[src/rtl/pipe_pkg.sv]
// Shared types for the EX/MEM skid stage: state encoding, default widths,
// control-bit bundle and the default-width payload record.
package pipe_pkg;

    localparam int DATA_W_DEF = 32;
    localparam int REG_W_DEF  = 5;
    localparam int CNT_W_DEF  = 16;

    // EMPTY: nothing held, FULL: main entry only, SKID: main and skid entries
    typedef enum logic [1:0] {
        EMPTY = 2'd0,
        FULL  = 2'd1,
        SKID  = 2'd2
    } skid_state_e;

    // Control bits travelling with each instruction
    typedef struct packed {
        logic reg_write;
        logic mem_to_reg;
        logic mem_write;
    } ctrl_t;

    // Payload record at default widths; the stage re-declares the same layout
    // with its own DATA_W/REG_W so the record follows the parameters.
    typedef struct packed {
        logic [DATA_W_DEF-1:0] alu_out;
        logic [DATA_W_DEF-1:0] write_data;
        logic [REG_W_DEF-1:0]  write_reg;
        ctrl_t                 ctrl;
    } payload_t;

    // A state holds a presentable entry whenever it is not EMPTY
    function automatic logic has_entry(input skid_state_e s);
        return s != EMPTY;
    endfunction

endpackage

[src/rtl/exmem_skid_stage_sat_counter.sv]
// Saturating up-counter: counts cycles with inc high, sticks at all-ones.
module sat_counter #(
    parameter int W = 16
) (
    input  logic         clk,
    input  logic         rst,
    input  logic         inc,
    output logic [W-1:0] count
);

    logic [W-1:0] count_q;
    logic [W-1:0] count_d;

    // Next count: step by one unless already saturated
    always_comb begin
        count_d = count_q;
        if (inc && (count_q != {W{1'b1}})) begin
            count_d = count_q + {{(W-1){1'b0}}, 1'b1};
        end
    end

    // Counter register, cleared asynchronously
    always_ff @(posedge clk or posedge rst) begin
        if (rst) begin
            count_q <= '0;
        end else begin
            count_q <= count_d;
        end
    end

    assign count = count_q;

endmodule

[src/rtl/exmem_skid_stage.sv]
// EX/MEM pipeline register built as a two-entry skid buffer. ex_ready is a
// flop so no combinational path exists from mem_ready back to the EX side;
// the skid entry absorbs the one payload that arrives while ready catches up.
module exmem_skid_stage
    import pipe_pkg::*;
#(
    parameter int DATA_W = DATA_W_DEF,
    parameter int REG_W  = REG_W_DEF,
    parameter int CNT_W  = CNT_W_DEF
) (
    input  logic              clk,
    input  logic              rst,
    input  logic              flush,
    input  logic              ex_valid,
    output logic              ex_ready,
    input  logic [DATA_W-1:0] ex_alu_out,
    input  logic [DATA_W-1:0] ex_write_data,
    input  logic [REG_W-1:0]  ex_write_reg,
    input  logic              ex_reg_write,
    input  logic              ex_mem_to_reg,
    input  logic              ex_mem_write,
    output logic              mem_valid,
    input  logic              mem_ready,
    output logic [DATA_W-1:0] mem_alu_out,
    output logic [DATA_W-1:0] mem_write_data,
    output logic [REG_W-1:0]  mem_write_reg,
    output logic              mem_reg_write,
    output logic              mem_mem_to_reg,
    output logic              mem_mem_write,
    output logic [CNT_W-1:0]  stall_cycles
);

    typedef struct packed {
        logic [DATA_W-1:0] alu_out;
        logic [DATA_W-1:0] write_data;
        logic [REG_W-1:0]  write_reg;
        ctrl_t             ctrl;
    } entry_t;

    skid_state_e state_q, state_d;
    entry_t      main_q, main_d;
    entry_t      skid_q, skid_d;
    logic        ex_ready_q, ex_ready_d;

    entry_t ex_entry;
    logic   in_xfer;
    logic   out_xfer;

    assign ex_entry = '{alu_out:    ex_alu_out,
                        write_data: ex_write_data,
                        write_reg:  ex_write_reg,
                        ctrl:       '{reg_write:  ex_reg_write,
                                      mem_to_reg: ex_mem_to_reg,
                                      mem_write:  ex_mem_write}};

    assign in_xfer  = ex_valid && ex_ready_q;
    assign out_xfer = mem_valid && mem_ready;

    // Next state and entry contents; flush wins over any handshake
    always_comb begin
        state_d = state_q;
        main_d  = main_q;
        skid_d  = skid_q;
        unique case (state_q)
            EMPTY: begin
                if (in_xfer) begin
                    main_d  = ex_entry;
                    state_d = FULL;
                end
            end
            FULL: begin
                if (in_xfer && out_xfer) begin
                    main_d = ex_entry;
                end else if (in_xfer) begin
                    skid_d  = ex_entry;
                    state_d = SKID;
                end else if (out_xfer) begin
                    state_d = EMPTY;
                end
            end
            SKID: begin
                // ex_ready is low here, so only the drain side can move
                if (out_xfer) begin
                    main_d  = skid_q;
                    state_d = FULL;
                end
            end
            default: state_d = EMPTY;
        endcase
        if (flush) begin
            state_d = EMPTY;
            main_d  = '0;
            skid_d  = '0;
        end
    end

    // Ready is computed from the next state so it is a pure flop output
    always_comb begin
        ex_ready_d = (state_d != SKID);
    end

    // State, entries and ready register, all cleared by reset
    always_ff @(posedge clk or posedge rst) begin
        if (rst) begin
            state_q    <= EMPTY;
            main_q     <= '0;
            skid_q     <= '0;
            ex_ready_q <= 1'b0;
        end else begin
            state_q    <= state_d;
            main_q     <= main_d;
            skid_q     <= skid_d;
            ex_ready_q <= ex_ready_d;
        end
    end

    assign ex_ready       = ex_ready_q;
    assign mem_valid      = has_entry(state_q);
    assign mem_alu_out    = main_q.alu_out;
    assign mem_write_data = main_q.write_data;
    assign mem_write_reg  = main_q.write_reg;
    // Main entry can hold stale bits after a drain; controls must read 0 then
    assign mem_reg_write  = mem_valid && main_q.ctrl.reg_write;
    assign mem_mem_to_reg = mem_valid && main_q.ctrl.mem_to_reg;
    assign mem_mem_write  = mem_valid && main_q.ctrl.mem_write;

    sat_counter #(
        .W (CNT_W)
    ) u_stall_cnt (
        .clk   (clk),
        .rst   (rst),
        .inc   (mem_valid && !mem_ready),
        .count (stall_cycles)
    );

endmodule
[config.mk]
export PLATFORM = sky130hd
export DESIGN_NAME = exmem_skid_stage
export DESIGN_NICKNAME = d
export VERILOG_FILES = /design/src/rtl/pipe_pkg.sv /design/src/rtl/exmem_skid_stage_sat_counter.sv /design/src/rtl/exmem_skid_stage.sv
export SDC_FILE = /design/constraint.sdc
export NUM_CORES = 1
export LEC_CHECK = 0
export CORE_MARGIN = 2
export CORE_UTILIZATION = 35
export CTS_CLUSTER_DIAMETER = 150
export DETAILED_ROUTE_END_ITERATION = 7
export PLACE_DENSITY = 0.65
export SYNTH_ARGS = -nofsm -noshare
export SYNTH_HDL_FRONTEND = slang
export SYNTH_SLANG_ARGS = --single-unit
[constraint.sdc]
create_clock -name clk -period 6.6 [get_ports clk]
set_input_delay 1.65 -clock clk [delete_from_list [all_inputs] [get_ports clk]]
set_output_delay 1.65 -clock clk [all_outputs]
set_load 0.005 [all_outputs]
==> flow_summary.yaml, run 1 <==
placed_design:
  finalWeightedCongestion: 0.750
  post_placement_cell_count: 1125
  portBuffers: 166
  dp.final_hpwl_um: 11300
synthesis:
  synth_enable_flop_cells: 0
  ys.flop_type: "dfrtp_1"
  postSynthAreaPerCell_um2: 10.2
  synth.yosys.warnings: 0
  synth_nets: 870
  postSynth.asyncResetShare_pct: 100
  syn-cell-area_um2: 8050
  syn_inst: 792
  synth.lib_cells_used.distinct: 35
  ys_seq_elements: 163
  synth_sequential_area_ratio_pct: 50.7
run:
  maxCapViolCount: 0
timing:
  timing.fmax_mhz: 272
  finalMaxSlewViolations: 0
  worstMarginPinSlew_ns: 0.962
  setup_viol: 0
  timing.clock.skew_ns: 0.00701
  timing.slew.headroom_pct: 35.9
  report.final.hold_viol_count: 0
  clock_period_minus_final_worst_setup_slack_ns: 3.68
  finalHoldWorstSlack_ns: 0.490
  fin_setup_tns_ns: 0
  rsz0062_at_grt: "false"
  fin_crit_sh_pct: 55.7
cts:
  clock_tree_from_tritoncts: "built"
  postCtsSetupRepairBufs: 0
  post_cts.resized_instances: 0
  htreeDepth: 4
  cts_hold_repair.buffers: 0
  clock_sink_count: 163
  worstSkewPairLatency_ns: 0.41
  cts_buffers: 17
  root_buffer: "clkbuf_16"
  clk_transition_reported_paths_ns: 0.06
  ctsLongestPathBuffers: 2
floorplan:
  die_area_um2: 24200
  design.portCount: 167
  rows: 55
  die_width_um: 156
  initial_core_utilization_pct: 35.6
  core_um2: 22600
  die-height_um: 156
worst_setup_path:
  critPathSlowestCell: "a22o_4"
  cp.required_ns: 6.92
  endpoint_kind: "flop"
  r2r_start: "state_q[1]"
  critPathMaxStageDelay_ns: 0.55
  path_max_fanout: 92
  rrSetupSlack_ns: 4.18
  cp-start-kind: "input port"
  timing.critical_path.from: "ex_valid"
  timing.critical_path.arrival_ns: 4.00
  timing.critical_path.cells: "clkdlybuf4s50_1, and3b_1, a21o_1, a22o_4, buf_12, nor2_1, a211oi_2"
  crit_type: "in -> reg"
global_route:
  grt_start_max_net_pins: 106
  first_global_vias: 5546
  grt_pass1_wl_um: 29900
  initial_antenna_violation_count: 0
  globalRouteTotalUtil_pct: 15.5
  grt_overflow: 0
finish:
  antenna_diode_instance_count: 0
  drive_above_1_share_pct: 11.4
  nets: 937
  final-instance-count-excl-fill: 1156
  multi_input_area_um2: 3210
  number_of_flip_flops_in_the_largest_register: 72
  layout.filler_cells: 2135
  layout_commonest_cell: "clkdlybuf4s50_1"
  syn_to_final_growth_pct: 24.0
  layout.area.seq_um2: 4080
  most-common-layout-cells: "clkdlybuf4s50_1, dfrtp_1, nand2_1"
  largest-register: "skid_q"
worst_hold_path:
  hold_wc_startpoint: "u_stall_cnt.count[12]"
  timing.hold.worst.class: "reg -> reg"
routing:
  drc: 0
  drt_pass_1_iters: 4
  avgViaCountPerCell: 4.88
  antenna_violating_nets_left: 0
  dr.first_iter.drc_count: 234
  routed_wl_um: 18500
  num_vias: 5646
  wl_per_cell_um: 16.0
power:
  leakagePower_nw: 4.52
  highest_ir_drop_seen_on_vdd_mv: 0.150
  p_per_area_nw_per_um2: 259
outcome:
  status: "complete, no violations"
[layer usage]
layer | vias to the layer above | track usage [%] | share of wire, %
li1 | 2749 | - | -
met1 | 2763 | 21.4 | 47
met2 | 122 | 24.7 | 47
met3 | 12 | 3.67 | 4.5
met4 | 0 | 4.24 | 0.94
met5 | - | 0 | 0
[worst paths after layout]
kind / end / cells after the start
min in group asynchronous: mem_write_data[12] / 2
max in group asynchronous: mem_write_data[28] / 3
min: u_stall_cnt.count[12] / 1
max reg2reg: mem_alu_out[17] / 6
min reg2reg: u_stall_cnt.count[12] / 1
max: mem_alu_out[17] / 7
[layout make-up]
class,count,area share [%]
multi-input combinational,500,32.1
inverter,4,0.200
tap,285,3.57
clock inverter,7,1.24
sequential,163,40.8
timing repair buffer,173,17.3
clock buffer,24,4.72
[cell families after synthesis]
logic type                 Yosys count  share of synthesized area, %
buffers and inverters              129                          9.73
adders and majority gates            1                         0.155
muxes                               72                          8.95
xor gates and xnor gates            14                          1.52
DFF                                163                          50.7
and+or+nand+nor                    259                          12.8
AOI/OAI and AO/OA                  154                          16.1
[critical path: cells and delay by family]
kind / cells / cell delay (ns)
buf+inv: 2 / 0.95
compound gates: 3 / 0.91
simple gates: 2 / 0.39
[cell usage after synthesis, types with 2 or more instances]
cell	count	area, um^2
a211oi_1	13	97.6
a211oi_2	60	751
a21oi_1	72	360
a31oi_1	2	12.5
and3_1	5	31.3
buf_1	4	15.0
buf_2	5	25.0
buf_4	74	556
buf_6	2	22.5
clkbuf_1	40	150
dfrtp_1	163	4080
inv_1	4	15.0
mux2i_1	72	721
nand2_1	156	586
nand3_1	3	15.0
nand4_1	4	25.0
nor2_1	80	300
nor2b_1	3	18.8
or3_1	2	12.5
xnor2_1	9	78.8
xor2_1	5	43.8
[per-stage QoR]
step	utilization [%]	setup WS, ns	area (um^2)	power [W]
global route	44.1	2.72	9990	0.00272
CTS	44.1	2.83	9990	0.00263
floorplan	-	0.545	8050	0.00142
finish	44.1	2.92	9990	0.00259
global placement	41.5	2.59	9390	0.00158
detailed placement	41.5	2.49	9390	0.00159
[power breakdown]
part / internal (W) / leakage (nW) / switching [W] / total (W)
registers: 0.00107 / 2.18 / 0.0000548 / 0.00113
logic: 0.000228 / 2.06 / 0.000210 / 0.000437
clock network: 0.000618 / 0.285 / 0.000407 / 0.00102
total: 0.00192 / 4.52 / 0.000671 / 0.00259
Power figures use the tool's default switching activity.
==> run 2: changes to the inputs <==
- PLACE_DENSITY: 0.65 -> 0.67
- clock period: 6.6 -> 3.13 ns (I/O delays scaled with it)
==> run 2 against run 1 <==
  * Hold slack gained 0.027 ns
  * Clock power rose by 100%
  * Setup slack got worse by 2.5 ns
  * Non-clock buffer count increased by 15
  * Global-route usage increased by 0.35 points
  * Die area is the same
  * Clock skew up 0.0071 ns
  * Critical path depth decreased by 4
  * Combinational power increased by 120%
  * Sequential cell count did not move
  * Utilization increased by 1.0 points
  * Count of clock-buffer cells in the layout decreased by 6
==> flow_summary.yaml, run 2 (synthesis gave the netlist of run 1 again) <==
worst_setup_path:
  timing.critical_path.cells: "nor2_1, nor2b_1, clkdlybuf4s50_1"
  critPathSlowestCell: "clkdlybuf4s50_1"
  cp_top_family: "simple AND/OR/NAND/NOR gates"
  critPathMaxStageDelay_ns: 0.51
  cp_num_buf_inv: 1
  timing.critical_path.arrival_ns: 1.95
  crit_type: "reg -> out"
  cp-start-kind: "flop"
  cp.required_ns: 2.35
  path_max_fanout: 6
  endpoint_kind: "output pin"
cts:
  cts_hold_repair.buffers: 0
  clock_tree_from_tritoncts: "built"
  cts_buffers: 17
  ctsLongestPathBuffers: 2
  root_buffer: "clkbuf_16"
  postCtsSetupRepairBufs: 0
  clock_sink_count: 163
  post_cts.resized_instances: 0
  htreeDepth: 4
  worstSkewPairLatency_ns: 0.43
  clk_transition_reported_paths_ns: 0.08
power:
  share_seq_of_total_power_pct: 43.7
  p_int_w: 0.00392
  leakagePower_nw: 4.64
  p_total_w: 0.00543
  sw_pwr_w: 0.00150
  highest_ir_drop_seen_on_vdd_mv: 0.348
  pwr-share-comb_pct: 18.0
  p_per_area_nw_per_um2: 531
  pwr-share-clk_pct: 38.3
  switching_share_pct: 27.7
timing:
  worstMarginPinSlew_ns: 0.626
  fin_crit_sh_pct: 87.4
  timing.slew.headroom_pct: 57.9
  timing.fmax_mhz: 365
  rsz0062_at_grt: "false"
  finalMaxSlewViolations: 0
  setup_viol: 0
  setup_ws_ns: 0.393
  report.final.hold_viol_count: 0
  fin_setup_tns_ns: 0
  timing.clock.skew_ns: 0.0141
  clock_period_minus_final_worst_setup_slack_ns: 2.74
global_route:
  grt_pass1_wl_um: 30500
  grt_overflow: 0
  first_global_vias: 5689
  initial_antenna_violation_count: 0
  globalRouteTotalUtil_pct: 15.9
  grt_start_max_net_pins: 81
finish:
  antenna_diode_instance_count: 0
  largest-register: "skid_q"
  drive_above_1_share_pct: 13.5
  final-instance-count-excl-fill: 1172
  number_of_flip_flops_in_the_largest_register: 72
  most-common-layout-cells: "clkdlybuf4s50_1, dfrtp_1, nand2_1"
  postLayoutCoreUtil_pct: 45.1
  nets: 952
  syn_to_final_growth_pct: 26.9
  layout_commonest_cell: "clkdlybuf4s50_1"
routing:
  drt_pass_1_iters: 4
  dr.first_iter.drc_count: 252
  wl_per_cell_um: 15.9
  antenna_violating_nets_left: 0
  routed_wl_um: 18600
  drc: 0
  avgViaCountPerCell: 4.88
  num_vias: 5721
floorplan:
  die_area_um2: 24200
  rows: 55
  die-height_um: 156
  design.portCount: 167
  die_width_um: 156
  core_um2: 22600
  initial_core_utilization_pct: 35.6
placed_design:
  post_placement_cell_count: 1140
  dp.final_hpwl_um: 12100
  portBuffers: 166
  worst_setup_slack_after_placement_ns: 0.375
  finalWeightedCongestion: 0.735
run:
  maxCapViolCount: 0
outcome:
  status: "complete, no violations"
worst_hold_path:
  timing.hold.worst.class: "reg -> reg"
[run 2: cell count changes in the layout (fill, tap and decap cells not counted), moves of 2 or more]
cell | previous run | this run
clkbuf_1 | 5 | 0
buf_12 | 1 | 12
bufinv_16 | 3 | 1
buf_4 | 6 | 10
inv_6 | 2 | 8
[run 2: routing by layer]
layer / up-vias / global-route usage, % / share of wire (%)
li1: 2792 / - / -
met1: 2792 / 21.2 / 46
met2: 120 / 25.3 / 47
met5: - / 0 / 0
met3: 17 / 4.72 / 5.0
met4: 0 / 4.06 / 1.2
[run 2: through the flow]
stage / hold slack [ns] / cell area [um^2]
2_1_floorplan: 0.477 / 8050
3_3_place_gp: 0.483 / 9640
3_5_place_dp: 0.512 / 9640
4_1_cts: 0.524 / 10200
5_1_grt: 0.534 / 10200
6_report: 0.517 / 10200
[run 2: layout make-up]
cell class,instances,area [um^2]
Fill cell,2109,12400
Sequential cell,163,4080
Multi-Input combinational cell,500,3210
Timing Repair Buffer,188,1980
Clock buffer,18,439
Tap cell,285,357
Clock inverter,14,139
Inverter,4,18.8
[run 2: power by group through the flow]
stage | clock (W) | combinational, W | sequential (W)
2_1_floorplan | 0 | 0.000608 | 0.00238
3_3_place_gp | 0 | 0.000982 | 0.00241
3_5_place_dp | 0 | 0.000997 | 0.00241
4_1_cts | 0.00214 | 0.000998 | 0.00237
5_1_grt | 0.00222 | 0.00108 | 0.00239
6_report | 0.00208 | 0.000978 | 0.00237
[run 2: path summary, 6_finish.rpt]
check | startpoint | endpoint | slack [ns] | cells past startpoint
min | u_stall_cnt.count[12] | u_stall_cnt.count[12] | 0.52 | 1
min reg2reg | u_stall_cnt.count[12] | u_stall_cnt.count[12] | 0.52 | 1
max reg2reg | u_stall_cnt.count[0] | u_stall_cnt.count[5] | 1.20 | 6
min in group asynchronous | rst | u_stall_cnt.count[2] | 0.72 | 2
max | state_q[1] | mem_reg_write | 0.39 | 3
max in group asynchronous | rst | mem_alu_out[7] | 1.62 | 3
[run 2: worst register-to-register path, stage by stage (launching register included)]
cell,delay (ns)
dfrtp_1,0.43
ha_1,0.18
and3_1,0.19
nand3_1,0.13
o31ai_1,0.59
nor3_1,0.12
xor2_1,0.17
==> run 3: changes to the inputs <==
- SLEW_MARGIN: not set -> 20
==> results of run 3 <==
Same layout as run 2: the final DEF is identical, and so are final timing and power.
